===== src/rtl/hb_pkg.sv =====
// Shared types for the heart-bit monitor: FSM states, fault codes and the
// width helper used to size the interval counter.
package hb_pkg;

    typedef enum logic [2:0] {
        IDLE    = 3'd0,
        ACQUIRE = 3'd1,
        CHECK   = 3'd2,
        ALIVE   = 3'd3,
        FAULT   = 3'd4
    } hb_state_t;

    typedef enum logic [1:0] {
        FC_NONE  = 2'b00,
        FC_EARLY = 2'b01,
        FC_LATE  = 2'b10
    } hb_fault_t;

    // Room for EXP+TOL (saturation point) and EXP+TOL+1 (a late edge's measurement).
    function automatic int unsigned hb_width(input int unsigned exp_counts,
                                             input int unsigned tol);
        return $clog2(exp_counts + tol + 2);
    endfunction

endpackage


===== src/rtl/hb_sync_edge.sv =====
// Multi-flop synchronizer for the asynchronous heart bit, followed by an
// any-polarity edge detector producing a one-cycle pulse.
module hb_sync_edge #(
    parameter int unsigned STAGES = 2
) (
    input  logic clk,
    input  logic rst,
    input  logic din,
    output logic hb_edge
);

    logic [STAGES-1:0] sync;
    logic              last;

    always_ff @(posedge clk or posedge rst) begin
        if (rst) begin
            sync <= '0;
            last <= 1'b0;
        end else begin
            sync <= {sync[STAGES-2:0], din};
            last <= sync[STAGES-1];
        end
    end

    assign hb_edge = sync[STAGES-1] ^ last;

endmodule


===== src/rtl/heart_bit_monitor.sv =====
// Heart-bit monitor: measures the interval between heart-bit transitions,
// declares the source alive after a run of in-window intervals, latches faults.
module heart_bit_monitor
    import hb_pkg::*;
#(
    parameter int unsigned EXP_HALF_COUNTS = 50_000_000,
    parameter int unsigned TOLERANCE       = 500_000,
    parameter int unsigned LOCK_EDGES      = 4,
    parameter int unsigned SYNC_STAGES     = 2,
    localparam int unsigned W              = hb_width(EXP_HALF_COUNTS, TOLERANCE)
) (
    input  logic         clk,
    input  logic         rst,
    input  logic         enable,
    input  logic         hb_in,
    input  logic         clear_fault,
    output logic         alive,
    output logic         fault,
    output logic [1:0]   fault_code,
    output logic [W-1:0] half_period,
    output logic         period_valid
);

    localparam logic [W-1:0]  MAX_CNT   = W'(EXP_HALF_COUNTS + TOLERANCE);
    localparam logic [W-1:0]  MIN_OK    = W'(EXP_HALF_COUNTS - TOLERANCE);
    localparam int unsigned   GW        = $clog2(LOCK_EDGES + 1);
    localparam logic [GW-1:0] LAST_GOOD = GW'(LOCK_EDGES - 1);

    logic          hb_edge;
    hb_state_t     state, state_n;
    hb_fault_t     code_n;
    logic [W-1:0]  cnt, cnt_n, measured, hp_n;
    logic [GW-1:0] good, good_n;
    logic          pv_n;

    hb_sync_edge #(.STAGES(SYNC_STAGES)) u_sync (
        .clk     (clk),
        .rst     (rst),
        .din     (hb_in),
        .hb_edge (hb_edge)
    );

    // counter holds cycles-since-edge minus one, so an edge N cycles later measures N
    assign measured = cnt + W'(1);

    always_comb begin
        state_n = state;
        cnt_n   = cnt;
        good_n  = good;
        code_n  = hb_fault_t'(fault_code);
        hp_n    = half_period;
        pv_n    = 1'b0;

        if (state == ACQUIRE || state == CHECK || state == ALIVE) begin
            cnt_n = (cnt == MAX_CNT) ? cnt : cnt + W'(1);
        end

        if (clear_fault) begin
            state_n = ACQUIRE;
            cnt_n   = '0;
            good_n  = '0;
            code_n  = FC_NONE;
        end else if (state == FAULT) begin
            cnt_n = cnt;
        end else if (!enable) begin
            state_n = IDLE;
            cnt_n   = '0;
            good_n  = '0;
        end else begin
            unique case (state)
                IDLE: begin
                    state_n = ACQUIRE;
                    cnt_n   = '0;
                end
                ACQUIRE: begin
                    if (hb_edge) begin
                        state_n = CHECK;
                        cnt_n   = '0;
                        good_n  = '0;
                    end
                end
                CHECK, ALIVE: begin
                    if (hb_edge) begin
                        cnt_n = '0;
                        hp_n  = measured;
                        pv_n  = 1'b1;
                        if (measured < MIN_OK) begin
                            state_n = FAULT;
                            code_n  = FC_EARLY;
                        end else if (measured > MAX_CNT) begin
                            state_n = FAULT;
                            code_n  = FC_LATE;
                        end else if (state == CHECK) begin
                            good_n = good + GW'(1);
                            if (good == LAST_GOOD) state_n = ALIVE;
                        end
                    end else if (cnt == MAX_CNT) begin
                        state_n = FAULT;
                        code_n  = FC_LATE;
                    end
                end
                default: state_n = IDLE;
            endcase
        end
    end

    always_ff @(posedge clk or posedge rst) begin
        if (rst) begin
            state        <= IDLE;
            cnt          <= '0;
            good         <= '0;
            fault_code   <= FC_NONE;
            half_period  <= '0;
            period_valid <= 1'b0;
            alive        <= 1'b0;
            fault        <= 1'b0;
        end else begin
            state        <= state_n;
            cnt          <= cnt_n;
            good         <= good_n;
            fault_code   <= code_n;
            half_period  <= hp_n;
            period_valid <= pv_n;
            alive        <= (state_n == ALIVE);
            fault        <= (state_n == FAULT);
        end
    end

endmodule


===== config.mk =====
export PLATFORM = sky130hd
export DESIGN_NAME = heart_bit_monitor
export DESIGN_NICKNAME = d
export VERILOG_FILES = /design/src/rtl/hb_pkg.sv /design/src/rtl/hb_sync_edge.sv /design/src/rtl/heart_bit_monitor.sv
export SDC_FILE = /design/constraint.sdc
export NUM_CORES = 1
export LEC_CHECK = 0
export CORE_MARGIN = 2
export CORE_UTILIZATION = 37
export CTS_BUF_LIST = sky130_fd_sc_hd__clkbuf_4
export CTS_CLUSTER_DIAMETER = 200
export CTS_CLUSTER_SIZE = 25
export DETAILED_ROUTE_END_ITERATION = 8
export SLEW_MARGIN = 10
export SYNTH_ARGS = -nofsm -noshare
export SYNTH_HDL_FRONTEND = slang
export SYNTH_HIERARCHICAL = 1
export SYNTH_SLANG_ARGS = --single-unit

===== constraint.sdc =====
create_clock -name clk -period 6.8 [get_ports clk]
set_input_delay 1.36 -clock clk [delete_from_list [all_inputs] [get_ports clk]]
set_output_delay 1.36 -clock clk [all_outputs]
set_load 0.01 [all_outputs]

==> flow_summary.ini <==
[outcome]
status = finished, final reports clean

[synthesis]
syn_area_mm2 = 0.004118
syn_area_per_cell_um2 = 8.614
synth.distinct_cells = 66
yosys_warnings = 6
ys_seq_area_share_pct = 40.11
ys_seq_elements = 66
async_reset_ff_share_pct = 100.0
synth_ff_type = dfrtp_1
syn_inst = 478
synth_edf_count = 0
syn_nets = 487

[timing]
period_share_pct = 55.16
worstMarginPinSlew_ns = 0.9916
min_period_ns = 3.751
max_slew_margin_pct = 33.68
whs_ns = 0.3710
slew_violations = 0
setup_viol = 0
rsz0062_at_grt = no
fmax_ghz = 0.2666
tns_ns = 0
finClkSkew_ns = 0.02527
finalHoldViolations = 0

[cts]
clk_pin_slew_ns = 0.13
cts_setup_buffers = 0
clk_latency_ns = 0.45
clkSinkCount = 66
cts_buffers = 9
cts_tree = built
cts_max_path_buffers = 2
cts_resized = 0
holdBufCountCts = 0
cts_root_buffer = clkbuf_4
h-tree-depth = 3

[layout]
multiInputGateArea_mm2 = 0.002233
antenna_cells = 0
drive_above_1_share_pct = 7.317
nets = 496
area_growth_pct = 12.31
final_util_pct = 42.66
nFillCells = 1100
regArea_mm2 = 0.001652

[place]
gp_congestion = 0.8801
io_buffers = 35
dp.final_hpwl_um = 6676

[detailed_routing]
drt-total-wl_um = 9707
wl_per_cell_um = 15.36
drt_iter0_drc = 223
num_vias = 3514
via_per_inst = 5.560
antenna_left = 0
drc = 0
drt_first_pass_iters = 5

[global_route]
grt_pass1_vias = 3285
antenna_found_initial = 0
track_usage_pct = 17.54
grt_pass1_wl_um = 16260
grt_overflow = 0
grt_max_degree = 64

[setup_path]
crit_chain = ha_1, nand4_2, nor3_2, mux2i_1, a2111oi_0, a211oi_1, o21ai_1, o31ai_4, and3_1, mux2_2
setup.worst_path.start_class = flip-flop
endpoint_kind = flip-flop
critPathMaxFanout = 10
reg2reg_depth = 10
crit_path_top_delay_cell = dfrtp_1
path_depth = 10
crit_required_ns = 7.15
critPathArrivalTime_ns = 4.10
worstSetupPathType = flip-flop to flip-flop
crit_buf_inv = 0
cp_slowest_stage_delay_ns = 0.56
critPathTopFamily = compound AO/OA/AOI/OAI gates

[floorplan]
die_x_um = 109.5
core_area_mm2 = 0.01084
num_io_pins = 36
num_rows = 38
die_h_um = 109.5
dieArea_mm2 = 0.01199
initial_utilization_pct = 37.98

[power_and_ir_drop]
power.total_w = 0.0008703
power.density_mw_per_mm2 = 188.2
vdd_drop_max_mv = 0.1107
leakagePower_nw = 1.729

[run]
maxCapViolCount = 0

[worst_hold_path]
min_path_type = flip-flop to flip-flop
whs_path_depth = 0
-- per-layer routing --
| metal | up-vias | part of all wire, % | track usage, % |
|---|---|---|---|
| met5 | - | 0 | 0 |
| met4 | 0 | 2.4 | 8.409 |
| met3 | 21 | 4.8 | 4.090 |
| met2 | 104 | 46 | 26.68 |
| met1 | 1673 | 47 | 23.52 |
| li1 | 1716 | - | - |
-- logic make-up (layout without fill, tap and decap cells) --
family                   count (synthesis)  after routing  synth area share [%]
XOR/XNOR                                45             45                 9.571
multiplexers                             3              3                0.7596
adder cells (fa/ha/maj)                  4              4                 1.215
buffers and inverters                   54             68                 5.925
flip-flops                              66             66                 40.11
AND/OR/NAND/NOR                        212            212                 26.56
AO/OA/AOI/OAI                           94             94                 15.86
-- where the power goes --
group          switching [W]  internal [W]  total (W)
clock network       0.000157      0.000116   0.000274
registers          0.0000208      0.000426   0.000447
logic              0.0000714     0.0000782   0.000150
-- cell usage in the layout, fill, tap and decap left out, types with 3 or more instances in the layout --
master and instances:
o21ai_0 21, xor2_1 22, ha_1 4, nand2_1 46, o211ai_1 3, nor4_1 9
nor3_1 14, nand4_1 7, nor3_2 3, inv_1 14, and2_1 5, dfrtp_1 66
o31ai_1 4, nand2b_1 5, nor2_1 64, xnor2_1 23, clkbuf_4 10, a21oi_1 21
or3_1 7, nand3_1 19, and3_1 11, a31oi_1 6, clkdlybuf4s50_1 35, a21o_1 3
a2111oi_0 3
-- sequential cells by signal, indices dropped and copies added, names as in the netlist --
register and cells:
state 3, fault 1, period_valid 1, good 3, fault_code 2, alive 1
u_sync/sync 2, cnt 26, u_sync/last 1, half_period 26
-- cell usage after synthesis, types with 4 or more instances --
cell      number  area share (%)
nor4_1         9             1.4
xor2_1        22             4.7
a21oi_1       21             2.6
nor3_1        15             1.8
nand2b_1       5            0.76
or3_1          7             1.1
inv_1         15             1.4
o31ai_1        4            0.73
and3_1        11             1.7
clkbuf_1      25             2.3
dfrtp_1       66              40
nand2_1       46             4.2
nand3_1       19             2.3
o21ai_0       21             2.6
buf_2          9             1.1
nor2_1        64             5.8
a31oi_1        6            0.91
ha_1           4             1.2
and2_1         5            0.76
xnor2_1       23             4.9
nand4_1        7             1.1
-- final timing paths --
| check | start | end | slack, ns |
|---|---|---|---|
| setup / recovery | cnt[0] | good[0] | 3.05 |
| hold / removal | u_sync/sync[0] | u_sync/sync[1] | 0.37 |
| setup reg to reg | cnt[0] | good[0] | 3.05 |
| hold reg to reg | u_sync/sync[0] | u_sync/sync[1] | 0.37 |
| max in group asynchronous | rst | cnt[12] | 4.78 |
| min in group asynchronous | rst | u_sync/sync[0] | 1.10 |
-- metrics by stage --
stage	setup slack, ns	instance area (µm²)	std cells
after floorplan	3.870	4118	478
after global placement	2.991	4482	616
after detailed placement	2.848	4482	616
after CTS	3.093	4624	632
after global routing	2.811	4624	632
final	3.049	4624	632
-- final cells by class --
cell class,count,share of cell area (%)
multi-input combinational,358,48.30
sequential,66,35.71
timing repair buffer,37,7.900
tap,140,3.788
clock buffer,10,1.623
clock inverter,6,1.461
inverter,15,1.218
(Power assumes the default switching activity.)
